[config.mk]
export PLATFORM = sky130hd
export DESIGN_NAME = demux1x4_sched
export DESIGN_NICKNAME = d
export VERILOG_FILES = /design/src/rtl/demux1x4_sched.sv
export SDC_FILE = /design/constraint.sdc
export NUM_CORES = 1
export LEC_CHECK = 0
export BUFFER_PORTS_ARGS = -buffer_cell sky130_fd_sc_hd__buf_2
export CAP_MARGIN = 20
export CORE_UTILIZATION = 46
export DETAILED_ROUTE_END_ITERATION = 8
export PLACE_DENSITY = 0.75
export REMOVE_ABC_BUFFERS = 1
export SYNTH_ARGS = -nofsm -noshare
export SYNTH_HDL_FRONTEND = slang
export SYNTH_SLANG_ARGS = --single-unit
[constraint.sdc]
create_clock -name clk -period 1.9 [get_ports clk]
set_input_delay 0.19 -clock clk [delete_from_list [all_inputs] [get_ports clk]]
set_output_delay 0.19 -clock clk [all_outputs]
set_load 0.1 [all_outputs]
[src/rtl/demux1x4_sched.sv]
// One-entry holding register that routes each accepted word to exactly one of
// four consumers, with the destination taken from sel or a strict round-robin pointer.
//
// Handshake: a word moves on any rising edge where valid and ready are both high.
// Once out_valid[i] rises, out_data and out_valid stay unchanged until out_ready[i].
// in_ready is combinational from out_ready, so the block accepts a new word
// on the same edge that the held word drains.
module demux1x4_sched #(
    parameter int WIDTH = 8
) (
    input  logic             clk,
    input  logic             rst,
    input  logic             in_valid,
    input  logic [WIDTH-1:0] in_data,
    output logic             in_ready,
    input  logic             mode,
    input  logic [1:0]       sel,
    output logic [3:0]       out_valid,
    input  logic [3:0]       out_ready,
    output logic [WIDTH-1:0] out_data,
    output logic [1:0]       cur_dest,
    output logic [1:0]       rr_ptr,
    output logic [15:0]      dispatch_cnt
);

    typedef enum logic {
        ST_EMPTY = 1'b0,
        ST_FULL  = 1'b1
    } state_t;

    state_t           r_state;
    state_t           w_state_nxt;
    logic [WIDTH-1:0] r_data;
    logic [1:0]       r_dest;
    logic [1:0]       r_rr_ptr;
    logic [15:0]      r_cnt;
    logic             w_drain;
    logic             w_accept;
    logic             w_in_ready;

    always_ff @(posedge clk or posedge rst) begin
        if (rst) begin
            r_state <= ST_EMPTY;
        end else begin
            r_state <= w_state_nxt;
        end
    end

    always_comb begin
        w_state_nxt = r_state;
        w_drain     = 1'b0;
        w_in_ready  = 1'b0;
        w_accept    = 1'b0;
        case (r_state)
            ST_EMPTY: begin
                w_in_ready = 1'b1;
                w_accept   = in_valid;
                if (w_accept) begin
                    w_state_nxt = ST_FULL;
                end
            end
            ST_FULL: begin
                // Only the held word's own channel can release it; other readies are ignored.
                w_drain    = out_ready[r_dest];
                w_in_ready = w_drain;
                w_accept   = in_valid & w_drain;
                if (w_drain && !w_accept) begin
                    w_state_nxt = ST_EMPTY;
                end
            end
            default: begin
                w_state_nxt = ST_EMPTY;
            end
        endcase
    end

    always_ff @(posedge clk or posedge rst) begin
        if (rst) begin
            r_data   <= '0;
            r_dest   <= 2'd0;
            r_rr_ptr <= 2'd0;
            r_cnt    <= 16'd0;
        end else begin
            if (w_accept) begin
                r_data <= in_data;
                r_dest <= mode ? r_rr_ptr : sel;
            end
            // Strict rotation: the pointer advances per round-robin accept, never skipping.
            if (w_accept && mode) begin
                r_rr_ptr <= r_rr_ptr + 2'd1;
            end
            if (w_drain) begin
                r_cnt <= r_cnt + 16'd1;
            end
        end
    end

    always_comb begin
        in_ready     = w_in_ready;
        out_valid    = 4'b0000;
        out_data     = '0;
        cur_dest     = 2'd0;
        rr_ptr       = r_rr_ptr;
        dispatch_cnt = r_cnt;
        if (r_state == ST_FULL) begin
            out_valid = 4'b0001 << r_dest;
            out_data  = r_data;
            cur_dest  = r_dest;
        end
    end

endmodule

==> summary.md, run 1 <==
| Metric | Value |
|---|---|
| Most common cell after layout, fill and taps aside | buf_2 |
| Clock Tree Buf Depth | 2 |
| Post-DRT Antenna Nets | 0 |
| Fin nets | a little under 200 |
| Worst slew margin | 0.675 |
| Worst Skew | 7.28 ps |
| Max Cap Viol | 0 |
| Drt wl/cell | ~13 um |
| CTS Sinks | 29 |
| Synth unique cells | 24 |
| Initial Util | 0.500 |
| Multi-input logic area | roughly 650 sq um |
| Crit start category | register |
| Crit-path leading delay family | buffers and inverters |
| Wirelength, routed | 2790 um |
| Latest clock arrival within the worst-skew pair | about 330 ps |
| Post-route minimum period | around 1800 ps |
| CP Capture Type | primary output |
| Util after Layout | 0.650 |
| Worst Path Required | 1710 ps |
| Sequence of cells on the critical path | buf_4 -> nand2b_1 -> nor2_1 -> buf_4 |
| Port Buf Inserts | 50 |
| Syn Inst Count | 117 |
| Top Ports | 51 |
| Final GP Congestion | 0.793 |
| Share of post-route cells with drive strength above 1 | 0.432 |
| Slew Viols, Final | 0 |
| Initial DRC Count | 33 |
| DR pass1 iterations | 6 |
| Crit path DAT | 1610 ps |
| CP Class | reg -> out |
| Ys Warns | 0 |
| Storage element area | 727 sq um |
| Most frequent cells in the layout | buf_2 (45), dfrtp_1 (28), xnor2_1 (15), and2_1 (8) |
| Final setup fails | 0 |
| Synthesized area | 1410 sq um |
| Hold/Removal Path Class | in -> reg |
| Tot GR Track Use | 0.185 |
| Vias in the first global route | around 1000 |
| Vert. Die Dim | 57.4 um |
| Least-Margin Pin Slew | between 400 and 500 ps |
| Vias | between 1000 and 1500 |
| Final hold vios | 0 |
| Dominant cell type by area after synthesis | dfrtp_1 |
| FILL cells | between 200 and 250 |
| Num CTS Buffers | 5 |
| Worst Setup Slack post-DPL | approximately 140 ps |
| Initial antenna violation count | 0 |
| Highest Clock Rate | approximately 560 MHz |
| Via/cell ratio | about 5.3 |
| Die area | around 3300 sq um |
| Root buffer cell | clkbuf_4 |
| Placed Cells incl. Taps | ~200 |
| Core box area | about 2800 sq um |
| Flops & latches, synth | 29 |
| Synth top area share | 0.513 |
| WP buf/inv | 2 |
| CP peak stage delay | ~400 ps |
| Rows | 19 |
| Post-route DRC | 5 |
| Area delta synth->final | 30.1% |
| Sequential-to-total area share from yosys stat | 0.513 |
| Status | complete, but fails checks |
| Die width | ~57 um |
| GRT overflow | 0 |
| Antenna diode count | 0 |
| Crit-path most repeated cell | buf_4 |
| # Post-CTS Setup Buffers | 0 |
| CTS tree | built |
| Final cycle utilization of the critical path | 0.948 |
| Fin Hold WS | between 80 and 90 ps |
| Final worst slack | 99.3 ps |
| Post-Layout Cell Count | about 210 |
| Global-route wire length before repair | around 4500 um |
| CP max-delay cell | dfrtp_1 |
| Pin count of the biggest net entering global routing | 30 |
| Post-DP HPWL | ~2100 um |
| Failing checks | design-rule violations |
| Largest cells by area after synthesis | dfrtp_1 (51%), xnor2_1 (9.3%), mux2_4 (6.4%) |
| Worst-path maximum fanout | 5 |
| RSZ-0062 raised after global routing | false |
| Reg clk slew, reported paths | approximately 90 ps |
| Mean post-synth cell area | 12.1 sq um |
| H-tree depth | 2 |
## state kept, by name, indices dropped and copies added (netlist names)
signal and count:
r_data 8, dispatch_cnt 16, r_state 1, r_dest 2
rr_ptr 2
## stage by stage
stage / setup TNS [ps] / area, sq um
3_5_place_dp: 0 / 1720
3_3_place_gp: 0 / 1720
4_1_cts: 0 / 1820
5_1_grt: 0 / 1840
2_1_floorplan: -3640 / 1380
6_report: 0 / 1840
## cell usage after synthesis, drive strengths merged
library cell   n
o22ai          1
xor2           2
dfrtp         29
nand3          7
ha             1
inv            5
nand2          7
nand2b         3
xnor2         15
and4           2
mux2           9
and2           8
buf            2
clkbuf         2
o21ai          3
mux2i          4
nor2           5
mux4           1
o32ai          2
nand4          7
and3           2
## logic make-up after synthesis
group                      count (synthesis)  share of synthesized area
and+or+nand+nor                           41                      0.158
buffers and inverters                      9                     0.0345
adders and majority gates                  1                    0.00885
muxes                                     14                      0.132
AOI/OAI and AO/OA                          6                     0.0487
xor gates and xnor gates                  17                      0.105
DFF                                       29                      0.513
## repair_timing
item                       CTS  global route
resized for setup            4             6
setup endpoints to repair    3             5
hold buffers                 1             0
hold endpoints to repair    29             0
## layout make-up
| cell class | count | share of cell area |
|---|---|---|
| timing repair buffer | 55 | 0.176 |
| clock buffer | 7 | 0.0299 |
| sequential | 29 | 0.395 |
| multi-input combinational | 79 | 0.352 |
| clock inverter | 1 | 0.0163 |
| tap | 31 | 0.0211 |
| inverter | 5 | 0.0102 |
## layer usage
| layer | routed length [um] | part of all wire | GRT usage |
|---|---|---|---|
| met3 | 201 | 0.072 | 0.0771 |
| met1 | 1240 | 0.44 | 0.216 |
| met2 | 1320 | 0.47 | 0.301 |
| met5 | 0 | 0 | 0 |
| met4 | 39 | 0.014 | 0.0732 |
## worst paths after layout
kind	slack, ps	startpoint	end	depth (start not counted)
max in group asynchronous	1130	rst	r_state$_DFF_PP0_	4
min in group asynchronous	470	rst	r_data[1]$_DFFE_PP0P_	4
max	100	r_dest[0]$_DFFE_PP0P_	out_valid[2]	4
max reg2reg	150	r_dest[0]$_DFFE_PP0P_	r_data[5]$_DFFE_PP0P_	4
min reg2reg	480	dispatch_cnt[15]$_DFFE_PP0P_	dispatch_cnt[15]$_DFFE_PP0P_	1
min	90	in_data[7]	r_data[7]$_DFFE_PP0P_	2
Power of run 1 is not shown: default switching activity piles up to over one toggle a cycle in this logic, so the estimate is an artifact.
==> run 2: changes to the inputs <==
--- a/config.mk
+++ b/config.mk
@@ -5,7 +5,7 @@
 export SDC_FILE = /design/constraint.sdc
 export NUM_CORES = 1
 export LEC_CHECK = 0
-export BUFFER_PORTS_ARGS = -buffer_cell sky130_fd_sc_hd__buf_2
+export BUFFER_PORTS_ARGS = -buffer_cell sky130_fd_sc_hd__buf_4
 export CAP_MARGIN = 20
 export CORE_UTILIZATION = 46
 export DETAILED_ROUTE_END_ITERATION = 8
==> run 2 against run 1 <==
  * The flow still finishes with violations (design-rule violations)
  * Sequential share of layout area fell by 2.2 points
  * Via count fell by 1.6%
  * Global-route usage increased by 0.55 points
  * Routed wire length shrank 0.61%
  * Critical endpoint is now r_data[6]$_DFFE_PP0P_
  * Largest cell class unchanged
==> summary.md, run 2 (same netlist as run 1, synthesis figures left out) <==
| Metric | Value |
|---|---|
| Worst Skew | ~5.5 ps |
| GRT overflow | 0 |
| Wirelength, routed | roughly 2800 um |
| Most common cell after layout, fill and taps aside | buf_4 |
| Post-route minimum period | around 1800 ps |
| Design area | ~1900 sq um |
| CP peak stage delay | roughly 530 ps |
| Vias | around 1100 |
| Hold/Removal Path Class | in -> reg |
| Tot GR Track Use | 0.190 |
| Crit start category | register |
| WP buf/inv | 1 |
| Die width | 57.4 um |
| Placed Cells incl. Taps | about 200 |
| Area delta synth->final | 37.7% |
| Storage element area | 726 sq um |
| Final GP Congestion | between 0.8 and 0.9 |
| Max reg flops | 16 |
| Via/cell ratio | ~5.2 |
| Port Buf Inserts | 50 |
| Vias in the first global route | roughly 1000 |
| Final cycle utilization of the critical path | 0.956 |
| Post-DRT Antenna Nets | 0 |
| CP Capture Type | register |
| Worst Path Required | 2110 ps |
| H-tree depth | 2 |
| Least-Margin Pin Slew | ~430 ps |
| Drt wl/cell | ~13 um |
| Max Cap Viol | 0 |
| FILL cells | ~220 |
| DP Area | ~1800 sq um |
| Util after Layout | 0.688 |
| CP Class | reg -> reg |
| Antenna diode count | 0 |
| Reg clk slew, reported paths | approximately 90 ps |
| DR pass1 iterations | 6 |
| Share of post-route cells with drive strength above 1 | 0.435 |
| Highest Clock Rate | 550 MHz |
| Post-Layout Cell Count | between 200 and 250 |
| Worst-path maximum fanout | 8 |
| Crit-path leading delay family | multiplexers |
| Initial DRC Count | 65 |
| Crit path DAT | about 2000 ps |
| Root buffer cell | clkbuf_4 |
| Sequence of cells on the critical path | mux4_2 -> o21ai_2 -> buf_12 -> mux2_2 |
| Die area | 3300 sq um |
| Most frequent cells in the layout | buf_4 (52), dfrtp_1 (29), xnor2_1 (15), and2_1 (8) |
| CP max-delay cell | mux4_2 |
| Vert. Die Dim | 57.4 um |
| Initial Util | 0.500 |
| Clock Tree Buf Depth | 2 |
| Fin nets | just under 200 |
| Global-route wire length before repair | between 4000 and 5000 um |
| Initial antenna violation count | 0 |
| Post-DP HPWL | approximately 2000 um |
| Worst slew margin | 0.706 |
| Slew Viols, Final | 0 |
| Pin count of the biggest net entering global routing | 30 |
| Status | complete, but fails checks |
| Final setup fails | 0 |
| Rows | 19 |
| CTS tree | built |
| CTS Sinks | 29 |
| Reg-to-reg slack, setup | a little over 80 ps |
| Num CTS Buffers | 5 |
| Failing checks | design-rule violations |
| Multi-input logic area | about 650 sq um |
| Post-route DRC | 5 |
| RSZ-0062 raised after global routing | false |
| Core box area | around 2800 sq um |
| Latest clock arrival within the worst-skew pair | ~330 ps |
| Top Ports | slightly above 50 |
| Final hold vios | 0 |
==> run 2: cell types whose count changed in the layout (fill, tap and decap cells not counted) <==
cell,change
buf_2,-45
clkbuf_8,+1
dfrtp_1,+1
bufinv_16,-1
buf_6,+1
clkbuf_1,-1
dfrtp_2,-1
clkinv_2,+1
clkbuf_4,-2
buf_4,+47
==> run 2: metrics by stage <==
stage | worst slack (ps) | hold WS (ps) | setup TNS, ps
after floorplan | -287 | 268 | -3640
after global placement | 183 | 284 | 0
after detailed placement | 130 | 292 | 0
after CTS | 15.0 | 67.6 | 0
after global routing | 9.76 | 60.2 | 0
final | 82.8 | 89.3 | 0
==> run 2: cell type report <==
type | count | area share
sequential | 29 | 0.373
multi-input combinational | 79 | 0.332
inverter | 5 | 0.00964
tap | 31 | 0.0199
clock inverter | 1 | 0.00257
timing repair buffer | 56 | 0.229
clock buffer | 7 | 0.0334
==> run 2: per-layer routing <==
layer,wire length [um],global-route usage,vias up
met1,1190,0.235,512
met2,1310,0.301,40
met4,29,0.0732,0
met5,0,0,-
li1,-,-,523
met3,249,0.0748,5
==> run 2: what timing repair did <==
item | 4_1_cts | 5_1_grt
resized for setup | 1 | 4
endpoints found under the setup margin | 1 | 2
setup buffers | 0 | 0
hold buffers | 1 | 0
endpoints found under the hold margin | 29 | 0
==> run 2: final timing paths <==
kind	to	cells after the start	from
min in group asynchronous	dispatch_cnt[15]$_DFFE_PP0P_	4	rst
worst min register to register	dispatch_cnt[15]$_DFFE_PP0P_	1	dispatch_cnt[15]$_DFFE_PP0P_
worst max register to register	r_data[6]$_DFFE_PP0P_	4	r_dest[0]$_DFFE_PP0P_
worst max-delay path	r_data[6]$_DFFE_PP0P_	4	r_dest[0]$_DFFE_PP0P_
worst min-delay path	r_state$_DFF_PP0_	2	in_valid
max in group asynchronous	dispatch_cnt[1]$_DFFE_PP0P_	4	rst
==> run 2: worst reg2reg max path: cells and delay by family, from the launching register on <==
family | cells | cell delay, ps
muxes | 2 | 860
DFF | 1 | 390
AOI/OAI and AO/OA | 1 | 280
buffers and inverters | 1 | 180
Power of run 2 is left out for the same reason.
==> run 3: changes to the inputs <==
--- a/config.mk
+++ b/config.mk
@@ -5,11 +5,12 @@
 export SDC_FILE = /design/constraint.sdc
 export NUM_CORES = 1
 export LEC_CHECK = 0
+export ABC_AREA = 1
 export BUFFER_PORTS_ARGS = -buffer_cell sky130_fd_sc_hd__buf_4
 export CAP_MARGIN = 20
 export CORE_UTILIZATION = 46
 export DETAILED_ROUTE_END_ITERATION = 8
-export PLACE_DENSITY = 0.75
+export PLACE_DENSITY = 0.73
 export REMOVE_ABC_BUFFERS = 1
 export SYNTH_ARGS = -nofsm -noshare
 export SYNTH_HDL_FRONTEND = slang
==> run 3 against run 2 <==
  * The run now ends clean
  * Register-to-register slack better by 340 ps
  * Routed wire length increased by 33%
  * Cell area up 11%
  * Synthesized cell count rose by 110%
  * Clock-buffer cell count stayed put
  * Synthesized area up 18%
  * Worst setup slack better by 120 ps
  * Critical path type is now reg -> out
==> summary.md, run 3 <==
| Metric | Value |
|---|---|
| Hold Buf Count CTS | 1 |
| Least-Margin Pin Slew | 373 ps |
| Max Cap Viol | 0 |
| Vias | between 1500 and 2000 |
| DR pass1 iterations | 4 |
| Post-route minimum period | around 1700 ps |
| Core box area | ~3400 sq um |
| Antenna diode count | 0 |
| CP Class | reg -> out |
| Vert. Die Dim | 62.4 um |
| Status | completed |
| Top Ports | 51 |
| Initial Util | 0.490 |
| Placed Cells incl. Taps | 336 |
| Share of post-route cells with drive strength above 1 | 0.227 |
| Worst Skew | 2.38 ps |
| Post-DRT Antenna Nets | 0 |
| Number of flops mapped to enable cells by yosys | 0 |
| Largest cells by area after synthesis | dfrtp_1 (43%), nand2_1 (22%), inv_1 (7.6%) |
| GRT overflow | 0 |
| Slew Viols, Final | 0 |
| RSZ-0062 raised after global routing | false |
| Highest Clock Rate | about 600 MHz |
| Initial antenna violation count | 0 |
| Pin count of the biggest net entering global routing | 30 |
| Synthesized area | ~1700 sq um |
| Fin nets | between 300 and 400 |
| Largest family of logic cells by synthesized area | simple AND/OR/NAND/NOR gates |
| Num CTS Buffers | 5 |
| Crit start category | register |
| Flops & latches, synth | 29 |
| Mean post-synth cell area | ~6.9 sq um |
| Util after Layout | 0.635 |
| Synth top area share | 0.433 |
| Wirelength, routed | between 3000 and 4000 um |
| Clock Tree Buf Depth | 2 |
| Worst-path maximum fanout | 8 |
| Synth unique cells | 22 |
| Area delta synth->final | 29.4% |
| CP Capture Type | primary output |
| Drt wl/cell | around 11 um |
| Most common cell in the netlist | nand2_1 |
| Syn Inst Count | approximately 240 |
| Final setup fails | 0 |
| Root buffer cell | clkbuf_4 |
| Ys Warns | 0 |
| Reg clk slew, reported paths | around 90 ps |
| # Post-CTS Setup Buffers | 0 |
| Post-synth top flop | dfrtp_1 |
| Sequential-to-total area share from yosys stat | 0.433 |
| Latest clock arrival within the worst-skew pair | 320 ps |
| Vias in the first global route | ~1500 |
| Port Buf Inserts | 50 |
| Die area | a little under 4000 sq um |
| Hold/Removal Path Class | in -> reg |
| Final cycle utilization of the critical path | 0.895 |
| Worst slew margin | 0.752 |
| Via/cell ratio | roughly 4.8 |
| Synth cell count leaders | nand2_1 (100), inv_1 (34), dfrtp_1 (29) |
| Most common cell after layout, fill and taps aside | nand2_1 |
| Die width | 62.4 um |
| Rows | 21 |
| Post-route DRC | 0 |
| H-tree depth | 2 |
| Max reg flops | 16 |
| Global-route wire length before repair | about 6500 um |
| CTS tree | built |
| Gates resized, CTS repair | 0 |
| Initial DRC Count | between 70 and 80 |
| Post-Synth Adder-Cell Area | 0.00747 |
| XOR/XNOR share of the synthesized area | 0.0209 |
| Most frequent cells in the layout | nand2_1 (100), buf_4 (53), inv_1 (34), dfrtp_1 (29) |
| Mux contribution to synthesized area | 0 |
| Worst Path Required | ~1700 ps |
| CTS Sinks | 29 |
| Final GP Congestion | 0.858 |
| Post-Layout Cell Count | ~350 |
| Complex-gate fraction of the synthesized area | 0.0418 |
| Post-DP HPWL | roughly 2700 um |
| Crit path DAT | around 1500 ps |
| Simple-gate share of the synthesized area | 0.389 |
| Fin Hold WS | between 90 and 100 ps |
| Tot GR Track Use | 0.212 |
| Dominant cell type by area after synthesis | dfrtp_1 |
| Final hold vios | 0 |
| Async SR Flop Fraction | 1.00 |
-- run 3: cell count changes after synthesis, sizes merged, moves of 9 or more --
cell	change
xnor2	-15
nor2	+14
nand3	+14
o21ai	+10
mux2	-9
nand2	+96
inv	+31
-- run 3: path summary, 6_finish.rpt --
| path | from | end | slack (ps) | cells after the start |
|---|---|---|---|---|
| setup / recovery | r_dest[0]$_DFFE_PP0P_ | in_ready | 200 | 6 |
| hold / removal | in_data[3] | r_data[3]$_DFFE_PP0P_ | 90 | 3 |
| setup reg to reg | r_dest[0]$_DFFE_PP0P_ | r_data[7]$_DFFE_PP0P_ | 420 | 8 |
| hold reg to reg | r_data[1]$_DFFE_PP0P_ | r_data[1]$_DFFE_PP0P_ | 480 | 2 |
| max in group asynchronous | rst | r_data[2]$_DFFE_PP0P_ | 1140 | 4 |
| min in group asynchronous | rst | rr_ptr[1]$_DFFE_PP0P_ | 480 | 4 |
-- run 3: area by class of cell --
class / count / area [sq um]
Multi-Input combinational cell: 172 / 769
Timing Repair Buffer: 54 / 408
Tap cell: 46 / 57.6
Clock buffer: 7 / 65.1
Clock inverter: 1 / 5.00
Fill cell: 316 / 1250
Inverter: 36 / 138
Sequential cell: 29 / 726
-- run 3: worst max-delay path, cell delays in order, from the launching register on --
cell and delay, ps:
dfrtp_1 470, inv_2 80, nand2_1 40, nand2_1 60, nand2_2 60, nand3_2 150, buf_4 320
-- run 3: through the flow --
stage	worst slack (ps)	TNS, ps	instance area, sq um
final	200	0	2170
after CTS	185	0	2170
after floorplan	-1090	-2330	1630
after global routing	76.6	0	2170
after detailed placement	428	0	2090
after global placement	480	0	2090
-- run 3: cell families after synthesis --
kind of cell / count (synthesis)
and+or+nand+nor: 153
DFF: 29
xor gates and xnor gates: 4
AOI/OAI and AO/OA: 14
buffers and inverters: 42
adders and majority gates: 1
-- run 3: routing by layer --
layer | GRT usage | up-vias | part of all wire
met5 | 0 | - | 0
met3 | 0.0423 | 5 | 0.041
met1 | 0.283 | 737 | 0.50
li1 | - | 856 | -
met4 | 0.0901 | 0 | 0.013
met2 | 0.334 | 45 | 0.45
Power of run 3 is left out for the same reason.
